$ cat src/rtl/pipe_pkg.sv
// Shared widths and the writeback-stage payload layout for the pipe_wb_reg slice.
package pipe_pkg;

    localparam int XLEN_DEFAULT = 64;
    localparam int RAW_DEFAULT  = 5;

    typedef struct packed {
        logic [XLEN_DEFAULT-1:0] dmout;
        logic [XLEN_DEFAULT-1:0] aluout;
        logic [RAW_DEFAULT-1:0]  writeregister;
        logic                    memtoreg;
        logic                    regwrite;
    } wb_payload_t;

    // Flattened payload width for arbitrary XLEN/RAW; field order matches wb_payload_t.
    function automatic int payload_width(input int xlen, input int raw);
        return 2 * xlen + raw + 2;
    endfunction

endpackage

$ cat src/rtl/pipe_wb_slot.sv
// One writeback pipeline slot: valid bit plus flattened payload, with clear and hold.
module pipe_wb_slot #(
    parameter int W = 8
) (
    input  logic         clk,
    input  logic         rst_n,
    input  logic         hold,
    input  logic         clear,
    input  logic         in_valid,
    input  logic [W-1:0] in_data,
    output logic         valid,
    output logic [W-1:0] data
);

    // Clear only drops the valid bit; the payload is left as-is.
    always_ff @(posedge clk or negedge rst_n) begin
        if (!rst_n) begin
            valid <= 1'b0;
            data  <= '0;
        end else if (clear) begin
            valid <= 1'b0;
        end else if (!hold) begin
            valid <= in_valid;
            data  <= in_data;
        end
    end

endmodule

$ cat src/rtl/pipe_wb_reg.sv
// Cascaded MEM/WB register (DEPTH slots) with writeback select, forwarding lookup
// and a retired-instruction counter.
module pipe_wb_reg
    import pipe_pkg::*;
#(
    parameter int XLEN  = XLEN_DEFAULT,
    parameter int RAW   = RAW_DEFAULT,
    parameter int DEPTH = 1            // 1..4
) (
    input  logic            clk,
    input  logic            rst_n,
    input  logic            in_valid,
    input  logic [XLEN-1:0] dmout,
    input  logic [XLEN-1:0] aluout,
    input  logic [RAW-1:0]  writeregister,
    input  logic            memtoreg,
    input  logic            regwrite,
    input  logic            stall,
    input  logic            flush,
    input  logic [RAW-1:0]  fwd_rs,
    output logic            out_valid,
    output logic [XLEN-1:0] dmout_out,
    output logic [XLEN-1:0] aluout_out,
    output logic [RAW-1:0]  writeregister_out,
    output logic            memtoreg_out,
    output logic            regwrite_out,
    output logic [XLEN-1:0] wb_data,
    output logic            fwd_hit,
    output logic [XLEN-1:0] fwd_data,
    output logic [31:0]     retire_cnt
);

    localparam int PW = payload_width(XLEN, RAW);

    logic [DEPTH-1:0]          vld_pipe;
    logic [DEPTH-1:0][PW-1:0]  pl_pipe;
    logic [DEPTH-1:0]          slot_vin;
    logic [DEPTH-1:0][PW-1:0]  slot_din;

    logic [DEPTH-1:0][XLEN-1:0] st_dm, st_alu, st_sel;
    logic [DEPTH-1:0][RAW-1:0]  st_rd;
    logic [DEPTH-1:0]           st_m2r, st_rw, st_match;

    genvar g;
    generate
        for (g = 0; g < DEPTH; g++) begin : g_stage
            if (g == 0) begin : g_head
                assign slot_vin[g] = in_valid;
                assign slot_din[g] = {dmout, aluout, writeregister, memtoreg, regwrite};
            end else begin : g_chain
                assign slot_vin[g] = vld_pipe[g-1];
                assign slot_din[g] = pl_pipe[g-1];
            end

            pipe_wb_slot #(.W(PW)) u_slot (
                .clk      (clk),
                .rst_n    (rst_n),
                .hold     (stall),
                .clear    (flush),
                .in_valid (slot_vin[g]),
                .in_data  (slot_din[g]),
                .valid    (vld_pipe[g]),
                .data     (pl_pipe[g])
            );

            assign st_rw[g]    = pl_pipe[g][0];
            assign st_m2r[g]   = pl_pipe[g][1];
            assign st_rd[g]    = pl_pipe[g][RAW+1:2];
            assign st_alu[g]   = pl_pipe[g][XLEN+RAW+1:RAW+2];
            assign st_dm[g]    = pl_pipe[g][2*XLEN+RAW+1:XLEN+RAW+2];
            assign st_sel[g]   = st_m2r[g] ? st_dm[g] : st_alu[g];
            assign st_match[g] = vld_pipe[g] && st_rw[g] && (st_rd[g] != '0)
                                 && (st_rd[g] == fwd_rs);
        end
    endgenerate

    assign out_valid         = vld_pipe[DEPTH-1];
    assign dmout_out         = st_dm[DEPTH-1];
    assign aluout_out        = st_alu[DEPTH-1];
    assign writeregister_out = st_rd[DEPTH-1];
    assign memtoreg_out      = st_m2r[DEPTH-1];
    assign regwrite_out      = st_rw[DEPTH-1] && out_valid && (st_rd[DEPTH-1] != '0);
    assign wb_data           = st_sel[DEPTH-1];

    // Scan oldest to youngest so the lowest-index (youngest) match is written last and wins.
    always_comb begin
        fwd_hit  = 1'b0;
        fwd_data = '0;
        for (int k = DEPTH - 1; k >= 0; k--) begin
            if (st_match[k]) begin
                fwd_hit  = 1'b1;
                fwd_data = st_sel[k];
            end
        end
    end

    logic [31:0] cnt_q;

    always_ff @(posedge clk or negedge rst_n) begin
        if (!rst_n) begin
            cnt_q <= '0;
        end else if (out_valid && !stall && !flush) begin
            cnt_q <= cnt_q + 32'd1;
        end
    end

    assign retire_cnt = cnt_q;

endmodule

$ cat config.mk
export PLATFORM = sky130hd
export DESIGN_NAME = pipe_wb_reg
export DESIGN_NICKNAME = d
export VERILOG_FILES = /design/src/rtl/pipe_pkg.sv /design/src/rtl/pipe_wb_slot.sv /design/src/rtl/pipe_wb_reg.sv
export SDC_FILE = /design/constraint.sdc
export NUM_CORES = 1
export LEC_CHECK = 0
export ABC_AREA = 1
export BUFFER_PORTS_ARGS = -buffer_cell sky130_fd_sc_hd__buf_2
export CORE_MARGIN = 8
export CORE_UTILIZATION = 25
export DETAILED_ROUTE_END_ITERATION = 12
export MAX_ROUTING_LAYER = met4
export PLACE_DENSITY = 0.54
export SYNTH_ARGS = -nofsm -noshare
export SYNTH_HDL_FRONTEND = slang
export SYNTH_SLANG_ARGS = --single-unit
$ cat constraint.sdc
create_clock -name clk -period 2.02 [get_ports clk]
set_clock_uncertainty 0.2 [all_clocks]
set_input_delay 0.101 -clock clk [delete_from_list [all_inputs] [get_ports clk]]
set_output_delay 0.101 -clock clk [all_outputs]
set_load 0.05 [all_outputs]
# Yosys cells after proc, flatten, opt, wreduce, memory -nomap -nowiden
# Cells that the tools add are included.
# Widths: inputs -> output; s select.
dict set report word_totals {
  ff_bits 168
  elab_cells 22
  in_bits 145
  out_inout_bits 297
}
dict set report op_classes {
  bitwise 2
  eq_ne 2
  n_addsub 1
  reduce_logical 9
  n_mux 5
}
# cell n
set ops {}
lappend ops {{$mux 64} 2}
lappend ops {{$add 32x1->32 const B} 1}
lappend ops {{$eq 5x5->1} 1}
lappend ops {{$logic_and 1x1->1} 5}
lappend ops {{$reduce_bool 5->1} 1}
lappend ops {{$mux 1} 3}
lappend ops {{$logic_not 1->1} 2}
lappend ops {{$ne 2x1->1 const B} 1}
lappend ops {{$not 1->1} 2}
lappend ops {{$reduce_and 2->1} 1}

# Longest topological paths before layout
# Gate-level depths: netlist of the first run.
dict set report depth {
  ltp_word 4
  mapped_depth 9
  depth_no_buf 9
}

# Modules after synthesis
# A second synthesis of the first run with hierarchy kept.
dict set report hier_totals {
  hier_cells 1164
  hier_area_um2 8667.1
}
# module seq_area_each_um2 area_each_um2 n_inst cells_each
set modules_own_cells {}
lappend modules_own_cells {pipe_wb_slot 3403.3 5385.2 1 590}
lappend modules_own_cells {pipe_wb_reg 800.8 3281.9 1 574}

# Worst setup path before layout of the first run
# No wires, ideal clock.
dict set report synth_path {
  kind {reg2out}
  startpoint {register g_stage[0].u_slot.valid}
  endpoint {output fwd_data[54]}
  arrival_time_ns 2.295
  required_time_ns 1.719
  path_slack_ns -0.576
  path_buffers 2
  stages_incl_launch_ff 7
  cell_sequence {dfrtp_1 > nand3_1 > inv_1 > nand2_1 > buf_4 > buf_6 > nor2_1}
}
dict set report synth_between {
  elab_chain_cells 4
}
# element line_no
set synth_rtl {}
lappend synth_rtl {{from (decl)} pipe_wb_slot.sv:11} ;# output logic valid,
lappend synth_rtl {{from (signal assigned)} pipe_wb_slot.sv:23} ;# valid <= in_valid;
lappend synth_rtl {{$logic_and 1x1->1 (2 in series)} n/a}
lappend synth_rtl {{net regwrite_out} pipe_wb_reg.sv:26} ;# output logic regwrite_out,
lappend synth_rtl {{$logic_and 1x1->1} pipe_wb_reg.sv:73} ;# && (st_rd[g] == fwd_rs);
lappend synth_rtl {{$mux 64} pipe_wb_reg.sv:90} ;# if (st_match[k]) begin
lappend synth_rtl {{to (decl)} pipe_wb_reg.sv:29} ;# output logic [XLEN-1:0] fwd_data,
# The timed path passes the listed nets, and every way through them passes these cells.

# Worst setup path after layout of the first run
dict set report layout_path {
  startpoint {register g_stage[0].u_slot.data[2]}
  endpoint {output fwd_data[28]}
}
dict set report layout_between {
  elab_chain_cells 4
  elab_cells_between_ends 5
  cone_classes {1 x eq/ne; 1 x mux; 3 x reduce/logical}
}
# element line_no
set layout_rtl {}
lappend layout_rtl {{from (decl)} pipe_wb_slot.sv:12} ;# output logic [W-1:0] data
lappend layout_rtl {{from (signal assigned)} pipe_wb_slot.sv:24} ;# data <= in_data;
lappend layout_rtl {{$reduce_bool 5->1} pipe_wb_reg.sv:72} ;# assign st_match[g] = vld_pipe[g] && st_rw[g] && (st_rd[g] != '0)
lappend layout_rtl {{$logic_and 1x1->1} pipe_wb_reg.sv:72}
lappend layout_rtl {{$logic_and 1x1->1 (*)} pipe_wb_reg.sv:73}
lappend layout_rtl {{$mux 64 (*)} pipe_wb_reg.sv:90}
# Mark *: on every way between the ends. The rest lies on a longest branch, timed or not.

==> reports/qor.txt, run 1 <==
Status = finished with violations
Failing checks = negative hold slack, negative setup slack
PD cells = 877 nW/um2
Via count = 9,396
Sw frac = 45.1%
CTS tree = done
Number of diodes = 0
Via density per instance = 4.49
Vias in the first global route = 10,200
Startpoint class of the critical path = flip-flop
Initial core utilization = 25.3%
First-pass GRT wire length = 61,300 um
IO buf count = 441
Clk pwr share = 21.1%
CTS sink cnt = 168
Wl on met1 = 16,000 um
Synthesized flop and latch total = 168
Crit end category = output pin
Overall Power = 0.0147 W
Comb pwr share = 50.3%
DR pass1 iterations = 5
Minimum clock period = 2.43 ns
Antenna Violating Nets Remaining = 0
DP Area = 11,800 um2
Placer congestion estimate = 0.933
Syn avg cell area = 8.45 um2
DR iter-0 viols = 490
Final period util = 120%
I/O Pins = 442
Top cell type's share of synthesized area = 45.4%
Final wirelength = 42,300 um
Flop pwr share = 28.6%
Crit path required time = 1.72 ns
Sequential area share after synthesis = 45.4%
Leakage = 8.01 nW
Skew-Pair Late Insertion Delay = 0.44 ns
Hpwl dp = 26,000 um
Detail-routed net length per standard cell = 20.2 um
CP arrival = 2.13 ns
GR Util All Layers = 18.6%
Crit-path max FO = 7
Slowest CP cell = dfrtp_1
Row count = 70
Crit-path max cell delay = 0.42 ns
Antenna violations before repair = 0
Net Sw Power = 0.00664 W
HP Class = in2reg
Final instance area = 16,800 um2
Slew Viols, Final = 0
WS Path Type = reg2out
Crit-path cells = xnor2_1 > nand2_1 > nor3_2 > buf_6 > nand2_8 > clkbuf_16 > nor2_4 > buf_6
Hold WS = -0.0293 ns
DR top layer = met4
CTS root buf = clkbuf_16
Met3 WL post-DR = 2440 um
Worst VDD drop = 0.570 mV
Area contributors post-synth = dfrtp_1, buf_4, nand2_1, mux2_2, o21ai_0
Largest net degree at the start of global routing = 66
Int Pwr = 0.00810 W
Synthesized net count = 1,242
RSZ-0062 raised after global routing = yes
Main synth FF type = dfrtp_1
Reg clk slew, reported paths = 0.07 ns
Share of cells above drive strength 1 = 55.7%
Final Setup Violations = 119
Async S/R FF share, synth = 100%
Die width = 208 um
Synth warn = 0
Total CTS buffers = 17
Max-slew headroom = 65.7%
Cell mode on critical path = buf_6
Layout fillers = 3,227
Bufs on Longest Clock Path = 2
Final #Nets = 1,761
Met2 routed WL = 21,900 um
Hold Vio Cnt, Final = 2
Peak Freq = 0.412 GHz
Unique cell type count in the Yosys netlist = 28
# DRC = 0
Final core occ = 46.1%
H-tree level count = 4
Post-synthesis instance total = 1,096
Final WS setup = -0.407 ns
Max-cap violations = 0
Die area = 43,400 um2
Placement Setup Slack = -0.0175 ns
Worst-margin pin slew = 0.514 ns
Core area = 36,500 um2
Post-synthesis cell type with the largest combined area = dfrtp_1
Total grt overflow = 0
Post-synth EDFFs = 0
Cell Area, Synth = 9260 um2
Area grow syn2layout = 81.7%
Die Y = 208 um
routing by layer:
| layer | vias up | global-route usage [%] |
|---|---|---|
| li1 | 4304 | - |
| met1 | 4591 | 20.3 |
| met2 | 393 | 32.5 |
| met3 | 108 | 4.49 |
| met4 | 0 | 7.46 |
| met5 | - | - |
worst max-delay path: cells and delay by family (launching register included):
family	cells	cell delay, ns
buffers and inverters	3	0.58
XOR/XNOR	1	0.16
flip-flops	1	0.42
AND/OR/NAND/NOR	4	0.52
power groups by stage:
stage               Combinational, W  Clock, W  Sequential [W]
detailed placement           0.00513         0         0.00415
CTS                          0.00714   0.00321         0.00419
floorplan                    0.00406         0         0.00417
global route                 0.00771   0.00334         0.00428
finish                       0.00742   0.00311         0.00422
global placement             0.00512         0         0.00413
layout by cell type (no fill, tap or decap), types with 5 or more instances in the layout:
master,synthesis,layout
dfrtp_1,168,165
nand2_4,1,28
nand3_1,19,18
nand2_2,2,34
nor2_1,95,31
nor2_2,6,8
clkbuf_16,0,22
buf_12,0,24
mux2_2,68,68
buf_16,0,18
buf_6,10,103
nand2_1,207,145
dlygate4sd3_1,0,142
nor2_4,4,66
nand4_1,9,9
inv_2,1,61
xnor2_1,15,14
o21ai_4,0,64
clkinvlp_4,0,5
xor2_1,11,11
buf_4,135,27
buf_2,13,310
o21ai_0,132,68
inv_1,167,103
buf_8,0,46
worst paths after layout:
kind	startpoint	end	slack (ns)	cells past startpoint
worst max-delay path	g_stage[0].u_slot.data[2]$_DFFE_PN0P_	fwd_data[28]	-0.41	8
worst min-delay path	stall	retire_cnt[7]$_DFFE_PN0P_	-0.03	6
worst max register to register	retire_cnt[10]$_DFFE_PN0P_	retire_cnt[24]$_DFFE_PN0P_	0.27	8
worst min register to register	retire_cnt[31]$_DFFE_PN0P_	retire_cnt[31]$_DFFE_PN0P_	0.31	2
max in group asynchronous	rst_n	g_stage[0].u_slot.data[129]$_DFFE_PN0P_	0.43	4
min in group asynchronous	rst_n	g_stage[0].u_slot.data[22]$_DFFE_PN0P_	0.50	3
stage by stage:
| stage | cells | TNS, ns |
|---|---|---|
| 2_1_floorplan | 1096 | 0 |
| 3_3_place_gp | 1882 | 0 |
| 3_5_place_dp | 1882 | -0.0801 |
| 4_1_cts | 2075 | -32.26 |
| 5_1_grt | 2094 | -40.54 |
| 6_report | 2094 | -29.30 |
registers in the layout, indices dropped and copies added (netlist names):
| signal | cells |
|---|---|
| g_stage.u_slot.data | 135 |
| retire_cnt | 32 |
| g_stage.u_slot.valid | 1 |
timing repair:
item,CTS,global route
hold buffers,142,2
buffers inserted,26,13
endpoints found under the setup margin,129,129
pin swaps,49,26
hold endpoints to repair,318,4
gates cloned,15,8
gates resized for setup,600,114
final cells by class:
class	instances	area (um2)	share of cell area [%]
Clock inverter	8	76.3	0.454
Timing Repair Buffer	675	6130	36.4
Tap cell	468	586	3.48
Inverter	168	643	3.82
Clock buffer	22	454	2.70
Sequential cell	168	4210	25.0
Multi-Input combinational cell	585	4720	28.1
cell usage after synthesis (all sizes together) (4+ instances only):
cell type and count:
o21ai 133, nand3b 4, nor2 105, nor3 6, xnor2 15, nand2 210
inv 168, buf 159, mux2 68, clkbuf 17, xor2 11, nand4 9
dfrtp 168, nand3 20
kinds of logic after synthesis:
| group | Yosys count | synth area share (%) |
|---|---|---|
| compound gates | 134 | 7.25 |
| xor+xnor | 26 | 2.46 |
| fa+ha+maj | 1 | 0.135 |
| buf+inv | 344 | 20.4 |
| flops | 168 | 45.4 |
| mux | 68 | 8.27 |
| simple gates | 355 | 16.1 |
Note: power is estimated with default switching activity, not from simulation.
==> run 2: changes to the inputs <==
--- a/config.mk
+++ b/config.mk
@@ -7,11 +7,11 @@
 export LEC_CHECK = 0
 export ABC_AREA = 1
 export BUFFER_PORTS_ARGS = -buffer_cell sky130_fd_sc_hd__buf_2
-export CORE_MARGIN = 8
 export CORE_UTILIZATION = 25
 export DETAILED_ROUTE_END_ITERATION = 12
 export MAX_ROUTING_LAYER = met4
 export PLACE_DENSITY = 0.54
+export REMOVE_ABC_BUFFERS = 1
 export SYNTH_ARGS = -nofsm -noshare
 export SYNTH_HDL_FRONTEND = slang
 export SYNTH_SLANG_ARGS = --single-unit
==> constraint.sdc (replaced) <==
create_clock -name clk -period 2.8 [get_ports clk]
set_clock_uncertainty 0.2 [all_clocks]
set_input_delay 0.14 -clock clk [delete_from_list [all_inputs] [get_ports clk]]
set_output_delay 0.14 -clock clk [all_outputs]
set_load 0.05 [all_outputs]
==> reports/qor.txt, run 2 (synthesis gave the netlist of run 1 again) <==
Status = complete, no violations
Worst VDD drop = 0.417 mV
PD cells = 696 nW/um2
Worst setup endpoint = fwd_data[20]
CTS sink cnt = 168
Resized Gates After CTS = 0
Crit path required time = 2.46 ns
Bufs on Longest Clock Path = 2
Int Pwr = 0.00513 W
Crit-path max FO = 48
Max-slew headroom = 58.0%
Leakage = 6.93 nW
WS Path Type = reg2out
H-tree level count = 4
Met2 routed WL = 14,200 um
Reg with most FFs = g_stage.u_slot.data
First-pass GRT wire length = 46,300 um
Layout fillers = 3,740
Area grow syn2layout = 40.3%
CTS root buf = clkbuf_16
Hold Vio Cnt, Final = 0
Max-cap violations = 0
Crit end category = output pin
DR top layer = met4
Minimum clock period = 2.60 ns
Final core occ = 35.6%
Hpwl dp = 21,400 um
Worst-margin pin slew = 0.623 ns
Crit-path max cell delay = 0.72 ns
Comb pwr share = 39.2%
Most common cell after layout, fill and taps aside = buf_2
Cells after DPL = 1,838
Via density per instance = 4.16
Detail-routed net length per standard cell = 14.5 um
Row count = 70
GR Util All Layers = 16.0%
Final #Nets = 1,678
WP depth = 4
Largest net degree at the start of global routing = 106
Reg clk slew, reported paths = 0.06 ns
Clk pwr share = 28.0%
Total grt overflow = 0
Antenna Violating Nets Remaining = 0
Number of diodes = 0
Antenna violations before repair = 0
Buf+Inv Stages, Crit Path = 2
Sw frac = 43.3%
Slew Viols, Final = 0
Skew-Pair Late Insertion Delay = 0.44 ns
Flop pwr share = 32.8%
Most frequent cells in the layout = buf_2, nand2_1, inv_1, dfrtp_1, dlygate4sd3_1
Crit-path cells = buf_4 > o21ai_0 > nor2_1 > buf_2
HP Class = in2reg
Non-Filler Instances = 2,011
Startpoint class of the critical path = flip-flop
Overall Power = 0.00904 W
Met3 WL post-DR = 1670 um
Wl on met1 = 12,500 um
Largest register FFs = 135
Die Y = 194 um
Share of cells above drive strength 1 = 36.6%
CTS tree = done
Total CTS buffers = 17
Core area = 36,500 um2
Post-CTS setup buffers = 0
RSZ-0062 raised after global routing = no
Worst r2r src = retire_cnt[1]$_DFFE_PN0P_
Final wirelength = 29,100 um
Peak Freq = 0.385 GHz
I/O Pins = 442
Net Sw Power = 0.00391 W
RR Endpoint = retire_cnt[24]$_DFFE_PN0P_
Die width = 194 um
Final Setup Violations = 0
Reg-to-reg slack, setup = 0.93 ns
Final period util = 92.8%
Initial core utilization = 25.3%
Setup crit start = g_stage[0].u_slot.data[1]$_DFFE_PN0P_
# DRC = 0
CP delay by family, top = flip-flops
DR iter-0 viols = 316
R2r worst-path depth = 8
CP arrival = 2.26 ns
Die area = 37,800 um2
Slowest CP cell = dfrtp_4
IO buf count = 441
Placer congestion estimate = 0.822
Vias in the first global route = 8,623
Via count = 8,358
Hold WS = 0.249 ns
DR pass1 iterations = 4
[run 2: metrics by stage]
step | TNS (ns) | setup WS [ns] | cell area [um2]
3_3_place_gp | 0 | 0.679 | 10900
3_5_place_dp | 0 | 0.640 | 10900
6_report | 0 | 0.202 | 13000
4_1_cts | 0 | 0.139 | 13000
2_1_floorplan | -145.06 | -0.940 | 8000
5_1_grt | 0 | 0.0333 | 13000
[run 2: cell type report]
cell class	instances	area [um2]	share of cell area [%]
clock buffers	23	468	3.60
clock inverters	7	144	1.11
inverters	168	631	4.85
multi-input cells	584	3170	24.4
flip-flops and latches	168	4210	32.4
well taps	468	586	4.51
repair buffers	593	3780	29.1
[run 2: layer usage]
| metal | vias to the layer above | global-route usage [%] |
|---|---|---|
| met5 | - | - |
| met1 | 3907 | 18.7 |
| met2 | 297 | 26.3 |
| met4 | 0 | 6.55 |
| met3 | 39 | 3.90 |
| li1 | 4115 | - |
[run 2: worst reg2reg max path, cell delays in order, from the launching register on]
cell and delay, ns:
dfrtp_1 0.42, ha_1 0.23, inv_1 0.07, nor2_1 0.12, nand2_1 0.08, nor2_1 0.17, nand3_1 0.14, o21ai_0 0.23
nand2_1 0.07
[run 2: power groups by stage]
| stage | combinational (W) | clock, W | sequential (W) |
|---|---|---|---|
| floorplan | 0.00137 | 0 | 0.00403 |
| global placement | 0.00339 | 0 | 0.00300 |
| detailed placement | 0.00339 | 0 | 0.00301 |
| CTS | 0.00357 | 0.00262 | 0.00297 |
| global route | 0.00374 | 0.00271 | 0.00301 |
| finish | 0.00354 | 0.00253 | 0.00297 |
[run 2: worst min-delay path by stage]
stage              start                                      end  cells after the start
2_1_floorplan      rst_n    g_stage[0].u_slot.data[0]$_DFFE_PN0P_                      0
3_3_place_gp       rst_n   g_stage[0].u_slot.data[59]$_DFFE_PN0P_                      1
3_5_place_dp       rst_n   g_stage[0].u_slot.data[59]$_DFFE_PN0P_                      1
4_1_cts        dmout[45]  g_stage[0].u_slot.data[116]$_DFFE_PN0P_                      4
5_1_grt        dmout[51]  g_stage[0].u_slot.data[122]$_DFFE_PN0P_                      4
6_report       dmout[14]   g_stage[0].u_slot.data[85]$_DFFE_PN0P_                      4
[run 2: what timing repair did]
item / 4_1_cts / 5_1_grt
hold buffers: 143 / 0
hold endpoints to repair: 310 / 0
setup endpoints to repair: 0 / 0
